$ cat src/rtl/bnn_sequencer.sv
// bnn_sequencer: top-level phase controller for the MNIST BNN accelerator.
// It sequences CLEAR -> LOAD -> LAYER_1 -> LAYER_2 -> LAYER_3 -> DONE and
// drives the shared 3-bit phase code seen by the loader and layer datapaths.
// It also captures the final class index from layer 3.
//
// Optional feature: define BNN_SEQ_WATCHDOG_EN to build the per-phase
// watchdog. When the watchdog is present, a stalled phase forces the ERROR
// state. Without it, the phase counter is not built, ERROR cannot be reached,
// and error/err_phase are tied low.
//
// Handshake semantics:
//   start        level request, honoured in IDLE and DONE only
//   layer_start  one-cycle request pulse, issued in the first cycle of LAYER_k
//   load_done    level completion flag, honoured only in LOAD
//   layer_done   level completion flag; bit k is honoured only in LAYER_k+1,
//                other bits are ignored
//   class_in     qualified by layer_done[2] while in LAYER_3
//   abort        overrides every other input and returns to IDLE
//
// All outputs come from registers or from decoding the registered state.
// There is therefore no combinational path from any input to any output.
module bnn_sequencer #(
    parameter int LOAD_TIMEOUT  = 4096,
    parameter int LAYER_TIMEOUT = 1024,
    parameter int CNT_W         = 16
) (
    input  logic       clk,
    input  logic       reset,
    input  logic       start,
    input  logic       abort,
    input  logic       load_done,
    input  logic [2:0] layer_done,
    input  logic [3:0] class_in,
    output logic [2:0] state,
    output logic       regs_clr_n,
    output logic [2:0] layer_start,
    output logic       busy,
    output logic [3:0] result,
    output logic       result_valid,
    output logic       error,
    output logic [2:0] err_phase,
    output logic [2:0] fsm_state
);

    typedef enum logic [2:0] {
        S_IDLE  = 3'd0,
        S_CLEAR = 3'd1,
        S_LOAD  = 3'd2,
        S_L1    = 3'd3,
        S_L2    = 3'd4,
        S_L3    = 3'd5,
        S_DONE  = 3'd6,
        S_ERROR = 3'd7
    } fsm_t;

    // Phase codes shared with the loader and the layer datapaths
    localparam logic [2:0] PH_IDLE = 3'b000;
    localparam logic [2:0] PH_LOAD = 3'b001;
    localparam logic [2:0] PH_L1   = 3'b010;
    localparam logic [2:0] PH_L2   = 3'b011;
    localparam logic [2:0] PH_L3   = 3'b100;

    fsm_t       cur_q;
    fsm_t       nxt;
    logic [2:0] layer_start_q;
    logic [2:0] layer_start_nxt;
    logic [3:0] result_q;
    logic       capture;
    logic       timeout;
    logic [2:0] phase_code;
    logic       in_phase;

    // Decode the shared phase code from the registered FSM state
    always_comb begin
        phase_code = PH_IDLE;
        case (cur_q)
            S_LOAD:  phase_code = PH_LOAD;
            S_L1:    phase_code = PH_L1;
            S_L2:    phase_code = PH_L2;
            S_L3:    phase_code = PH_L3;
            default: phase_code = PH_IDLE;
        endcase
    end

    // The timed phases are exactly those that have a nonzero phase code
    assign in_phase = (phase_code != PH_IDLE);

    // Next-state logic. Abort is checked first so it beats start, the done
    // inputs and the timeout. Inside a phase, the matching done is checked
    // before the timeout, so done wins when both occur in the same cycle.
    always_comb begin
        nxt             = cur_q;
        layer_start_nxt = 3'b000;
        capture         = 1'b0;
        if (abort) begin
            nxt = S_IDLE;
        end else begin
            case (cur_q)
                S_IDLE, S_DONE: begin
                    if (start) nxt = S_CLEAR;
                end
                S_CLEAR: begin
                    nxt = S_LOAD;
                end
                S_LOAD: begin
                    if (load_done) begin
                        nxt             = S_L1;
                        layer_start_nxt = 3'b001;
                    end else if (timeout) begin
                        nxt = S_ERROR;
                    end
                end
                S_L1: begin
                    if (layer_done[0]) begin
                        nxt             = S_L2;
                        layer_start_nxt = 3'b010;
                    end else if (timeout) begin
                        nxt = S_ERROR;
                    end
                end
                S_L2: begin
                    if (layer_done[1]) begin
                        nxt             = S_L3;
                        layer_start_nxt = 3'b100;
                    end else if (timeout) begin
                        nxt = S_ERROR;
                    end
                end
                S_L3: begin
                    if (layer_done[2]) begin
                        nxt     = S_DONE;
                        capture = 1'b1;
                    end else if (timeout) begin
                        nxt = S_ERROR;
                    end
                end
                S_ERROR: begin
                    nxt = S_ERROR;
                end
                default: begin
                    nxt = S_IDLE;
                end
            endcase
        end
    end

    // State register, registered layer_start pulse, and class-index capture.
    // The result is only reloaded on the L3 completion edge, so abort and
    // re-start leave it unchanged.
    always_ff @(posedge clk or posedge reset) begin
        if (reset) begin
            cur_q         <= S_IDLE;
            layer_start_q <= 3'b000;
            result_q      <= 4'd0;
        end else begin
            cur_q         <= nxt;
            layer_start_q <= layer_start_nxt;
            if (capture) begin
                result_q <= class_in;
            end
        end
    end

`ifdef BNN_SEQ_WATCHDOG_EN
    // Each phase may occupy at most its TIMEOUT cycles. The counter shows
    // the number of cycles already spent in the phase. The timeout fires on
    // the edge that would take the count to TIMEOUT.
    localparam logic [CNT_W-1:0] LOAD_LIM  = CNT_W'(LOAD_TIMEOUT - 1);
    localparam logic [CNT_W-1:0] LAYER_LIM = CNT_W'(LAYER_TIMEOUT - 1);
    localparam logic [CNT_W-1:0] CNT_MAX   = {CNT_W{1'b1}};

    logic [CNT_W-1:0] cnt_q;
    logic [2:0]       err_phase_q;

    // Compare the phase counter against the limit for the current phase
    always_comb begin
        timeout = 1'b0;
        case (cur_q)
            S_LOAD:           timeout = (cnt_q == LOAD_LIM);
            S_L1, S_L2, S_L3: timeout = (cnt_q == LAYER_LIM);
            default:          timeout = 1'b0;
        endcase
    end

    // Phase counter: reset on every state change, saturating count in phases
    always_ff @(posedge clk or posedge reset) begin
        if (reset) begin
            cnt_q <= '0;
        end else if (nxt != cur_q) begin
            cnt_q <= '0;
        end else if (in_phase && (cnt_q != CNT_MAX)) begin
            cnt_q <= cnt_q + CNT_W'(1);
        end
    end

    // Record the phase that stalled; the record survives abort until a CLEAR
    always_ff @(posedge clk or posedge reset) begin
        if (reset) begin
            err_phase_q <= 3'b000;
        end else if ((nxt == S_ERROR) && (cur_q != S_ERROR)) begin
            err_phase_q <= phase_code;
        end else if ((nxt == S_CLEAR) && (cur_q != S_CLEAR)) begin
            err_phase_q <= 3'b000;
        end
    end

    assign error     = (cur_q == S_ERROR);
    assign err_phase = err_phase_q;
`else
    // With no watchdog, the timeout never fires and ERROR is unreachable.
    // The timeout parameters are carried only so that both builds keep the
    // same parameter list.
    logic unused_cfg;

    assign timeout    = 1'b0;
    assign error      = 1'b0;
    assign err_phase  = 3'b000;
    assign unused_cfg = ^{LOAD_TIMEOUT[0], LAYER_TIMEOUT[0], CNT_W[0]};
`endif

    assign state        = phase_code;
    assign regs_clr_n   = (cur_q != S_CLEAR);
    assign layer_start  = layer_start_q;
    assign busy         = (cur_q != S_IDLE) && (cur_q != S_DONE) && (cur_q != S_ERROR);
    assign result       = result_q;
    assign result_valid = (cur_q == S_DONE);
    assign fsm_state    = cur_q;

endmodule

$ cat config.mk
export PLATFORM = sky130hd
export DESIGN_NAME = bnn_sequencer
export DESIGN_NICKNAME = d
export VERILOG_FILES = /design/src/rtl/bnn_sequencer.sv
export SDC_FILE = /design/constraint.sdc
export NUM_CORES = 1
export LEC_CHECK = 0
export CORE_MARGIN = 2
export CORE_UTILIZATION = 37
export DETAILED_ROUTE_END_ITERATION = 10
export PLACE_DENSITY = 0.76
export SLEW_MARGIN = 20
export SYNTH_ARGS = -nofsm -noshare
export SYNTH_HDL_FRONTEND = slang
export SYNTH_SLANG_ARGS = --single-unit
$ cat constraint.sdc
create_clock -name clk -period 1.6 [get_ports clk]
set_input_delay 0.4 -clock clk [delete_from_list [all_inputs] [get_ports clk]]
set_output_delay 0.4 -clock clk [all_outputs]
set_load 0.005 [all_outputs]
==> results.md <==
Global routing:
- Entering global routing, the biggest net connects 11 pins.
- The overflow left after global routing is 0.
- The overall track demand over capacity in global routing is 21.6%.
- The initial antenna violation count is 0.
- The first-pass GRT wire length is 2960 µm.
- The number of global-route vias before repair is 656.

Drt:
- In the final routing, the length of wire on met1 measures 756 µm.
- In the routed layout, each cell is associated on average with a via count of 5.08.
- For this block, the via count after detailed routing is 665.
- Before antenna repair, the detailed router went through 4 iterations.
- The highest metal layer carrying signal wires in the routed design is met4.
- In this run, the number of DRC markers left after iteration 0 of detailed routing was 13.
- In the final routed layout, each cell accounts on average for 14.9 µm.
- The count of antenna-violating nets left after detailed routing is 0.
- The final layout contains routed wiring with a total length of 1960 µm.
- The number of remaining DRC errors is 0.
- Detailed routing placed a total of 1050 µm of wire on met2.
- Summed over all nets, wire length on met3 after detailed routing comes to 111 µm.

Floorplan:
- 32 I/O pins were placed.
- The floorplan step defined a die boundary enclosing 1960 µm².
- The row count is 14.
- Once the floorplan was initialized, standard cells occupied 39.9% of the core.
- Measured along the y axis, the die boundary spans 44.3 µm.
- The core region is 1510 µm².
- From left edge to right edge, the die measures 44.3 µm.

Setup path:
- The endpoint identified for the worst register-to-register timing path is fsm_state[2].
- The slack of the worst reg-to-reg path is -60 ps.
- The maximum fanout along the worst path is 4.
- The signal on the critical path passes through buf_6, buf_6, nor3b_1, o21a_1, or4_1, o21ai_1.
- The critical path starts at fsm_state[1].
- The classification of the worst setup path is reg2reg.
- The slowest stage of the critical path is the sky130_fd_sc_hd__or4_1 cell.
- The data arrival time of the critical path is 1840 ps.
- The critical path ends at fsm_state[2].
- For this run, the slowest stage of the critical path takes 520 ps.
- STA classifies the critical path endpoint as a register.
- The critical register-to-register path startpoint is fsm_state[1].
- The cell count along the critical path is 6.
- The kind of cell adding the most delay to the critical path is simple AND/OR/NAND/NOR gates.
- The required arrival time at the worst endpoint is 1780 ps.
- By instance count, the cell type seen most on the critical path is sky130_fd_sc_hd__buf_6.
- The buffering stage count on the worst path with inverters included is 2.
- The startpoint type of the worst setup path is a register.
- The number of cells on the worst reg-to-reg path is 6.

Yosys:
- The area of the mapped netlist is 601 µm².
- The synthesized netlist devotes 12.5% of its cell area to compound gates.
- After synthesis, flip-flops and latches occupy 41.7% of the total area.
- Synthesis produced a netlist whose cell count is 68.
- Dividing the synthesized area by the synthesized cell count gives 8.83 µm².
- Counting distinct cell types in the post-synthesis netlist gives 26.
- After Yosys synthesis, full adders, half adders and majority gates account for 0% of the synthesized area.
- The main combinational cell family by area after synthesis is simple AND/OR/NAND/NOR gates.
- After synthesis the netlist holds a flip-flop and latch count of 10.
- The xor-xnor portion of the synthesized cell area is 1.46%.
- The simple-gate portion of the synthesized area is 21.3%.
- Measured against the total synthesized area, the mux share comes to 10.8%.
- The Yosys warning count is 0.

STA:
- The post-route worst setup slack is -61.6 ps.
- Setup violations remaining at the end of the flow were counted as 4.
- Setup repair after global routing could not meet its margin everywhere.
- On the final layout, the worst hold slack is 419 ps.
- The max-slew violation count is 0.
- Based on the critical path, the design can be clocked at up to 602 MHz.
- For the finished layout, the period the worst path requires is 1660 ps.
- The final count of hold timing violations was 0.
- The setup skew after layout is 1.84 ps.
- The share of the cycle needed by the critical path after routing is 104%.

Clocking:
- CTS built an H-tree with a depth of 1.
- The buffer levels on the longest clock path is 2.
- The cell chosen for the clock root is sky130_fd_sc_hd__clkbuf_4.
- The clock network latency to the later pin of the worst-skew pair is 260 ps.
- After clock tree synthesis, the clock-pin slew on the worst setup and hold paths is 60 ps.
- TritonCTS created 3 clock buffers.
- TritonCTS built the clock tree.
- After clock tree synthesis, the flow added hold-fix buffers numbering 0.
- CTS saw 10 sinks.

Pwr:
- The largest vdd supply drop is 0.783 mV.
- In this run the power density over the cells is 1510 nW/µm².
- The static power due to leakage is 0.535 nW.

Final layout:
- Of the cells placed in the final design, the portion with a size suffix greater than 1 is 34.8%.
- The core utilization of the finished layout is 72.0%.
- The number of fillers in the final layout is 112.
- 0 antenna diodes ended up in the layout.
- The final net count is 129.
- The area growth from synthesis to layout is 80.6%.

Place:
- The final weighted congestion of routability-driven global placement is 0.895.
- The worst setup slack after placement is -271 ps.
- The count of buffers added on input and output ports is 27.
- The HPWL after detailed placement is 1310 µm.

Job:
- The number of violations of the max-capacitance limit is 0.

Worst hold path:
- The tightest min-delay check is of the in2async type.

Status:
- The run finished, with violations left.
- The final reports fail on negative setup slack.
==> area by class of cell <==
type                    instances  area (µm²)  area share (%)
multi-input cells              47         329            30.3
well taps                      16        20.0            1.85
repair buffers                 48         435            40.1
inverters                       7        26.3            2.42
flip-flops and latches         10         251            23.2
clock buffers                   3        22.5            2.08
==> power breakdown <==
part | switching (mW) | internal, mW | leakage (nW)
combinational | 0.449 | 0.642 | 0.389
sequential | 0.0551 | 0.321 | 0.132
clock | 0.0822 | 0.0867 | 0.0138
total | 0.586 | 1.05 | 0.535
==> logic make-up after synthesis <==
group | count (synthesis)
AND/OR/NAND/NOR | 23
buffers and inverters | 14
AO/OA/AOI/OAI | 13
flip-flops | 10
multiplexers | 6
XOR/XNOR | 1
other | 1
==> synth_stat cells, drive strengths merged <==
cell type / instances / share of area (%)
dfrtp: 10 / 42
inv: 7 / 4.4
a21oi: 6 / 5.0
buf: 6 / 6.7
nor2: 6 / 3.7
and3: 4 / 4.2
mux2: 4 / 7.5
o21ai: 4 / 3.3
nor2b: 3 / 3.1
mux2i: 2 / 3.3
nand2: 2 / 1.3
nor3b: 2 / 2.5
a32o: 1 / 1.7
and3b: 1 / 1.5
clkbuf: 1 / 0.62
conb: 1 / 0.62
nand2b: 1 / 1.0
nand3: 1 / 0.83
nor3: 1 / 0.83
nor4: 1 / 1.0
o21a: 1 / 1.3
o31ai: 1 / 1.3
or4: 1 / 1.3
xnor2: 1 / 1.5
==> state kept, by name, indices dropped and copies added (netlist names) <==
name,count
result,4
fsm_state,3
layer_start,3
==> cell usage in the layout (no fill, tap or decap), types with 2 or more instances in the layout <==
| master | netlist | routed |
|---|---|---|
| sky130_fd_sc_hd__buf_4 | 4 | 12 |
| sky130_fd_sc_hd__buf_6 | 0 | 10 |
| sky130_fd_sc_hd__nor2b_4 | 0 | 2 |
| sky130_fd_sc_hd__o21ai_0 | 3 | 2 |
| sky130_fd_sc_hd__clkdlybuf4s50_1 | 0 | 18 |
| sky130_fd_sc_hd__dfrtp_1 | 10 | 9 |
| sky130_fd_sc_hd__and3_1 | 4 | 3 |
| sky130_fd_sc_hd__o21ai_1 | 1 | 2 |
| sky130_fd_sc_hd__mux2i_1 | 2 | 2 |
| sky130_fd_sc_hd__nor2_1 | 6 | 5 |
| sky130_fd_sc_hd__inv_1 | 7 | 5 |
| sky130_fd_sc_hd__inv_2 | 0 | 2 |
| sky130_fd_sc_hd__conb_1 | 1 | 4 |
| sky130_fd_sc_hd__mux2_1 | 4 | 4 |
| sky130_fd_sc_hd__a21oi_1 | 6 | 6 |
| sky130_fd_sc_hd__buf_2 | 2 | 5 |
| sky130_fd_sc_hd__clkbuf_4 | 0 | 3 |
| sky130_fd_sc_hd__nor3b_1 | 2 | 2 |
| sky130_fd_sc_hd__dlygate4sd2_1 | 0 | 2 |
==> metrics by stage <==
stage | instance area (µm²) | instances | power, mW | setup TNS (ps)
final | 1080 | 131 | 1.64 | -121
after global routing | 1080 | 131 | 1.74 | -433
after CTS | 1060 | 132 | 1.56 | -102
after detailed placement | 956 | 120 | 1.24 | -1330
after global placement | 956 | 120 | 1.22 | -1280
after floorplan | 612 | 71 | 0.731 | 0
==> per-layer routing <==
metal / vias up / GRT usage [%]
met4: 0 / 15.8
li1: 319 / -
met5: - / 0
met2: 28 / 38.2
met1: 314 / 23.0
met3: 4 / 3.27
==> worst min-delay path by stage <==
stage,startpoint,endpoint,slack [ps],cells past startpoint
finish,reset,result[0],420,2
global route,reset,result[0],470,2
CTS,reset,layer_start[0],430,2
detailed placement,result[0],result[0],480,1
global placement,result[3],result[3],470,1
floorplan,reset,fsm_state[0],240,1
==> timing repair <==
action                     in CTS  in global routing
setup endpoints to repair      10                 11
gates resized for setup        41                 11
gates cloned                    0                  0
buffers inserted               10                  0
pin swaps                       2                  5
(Power assumes the default switching activity.)
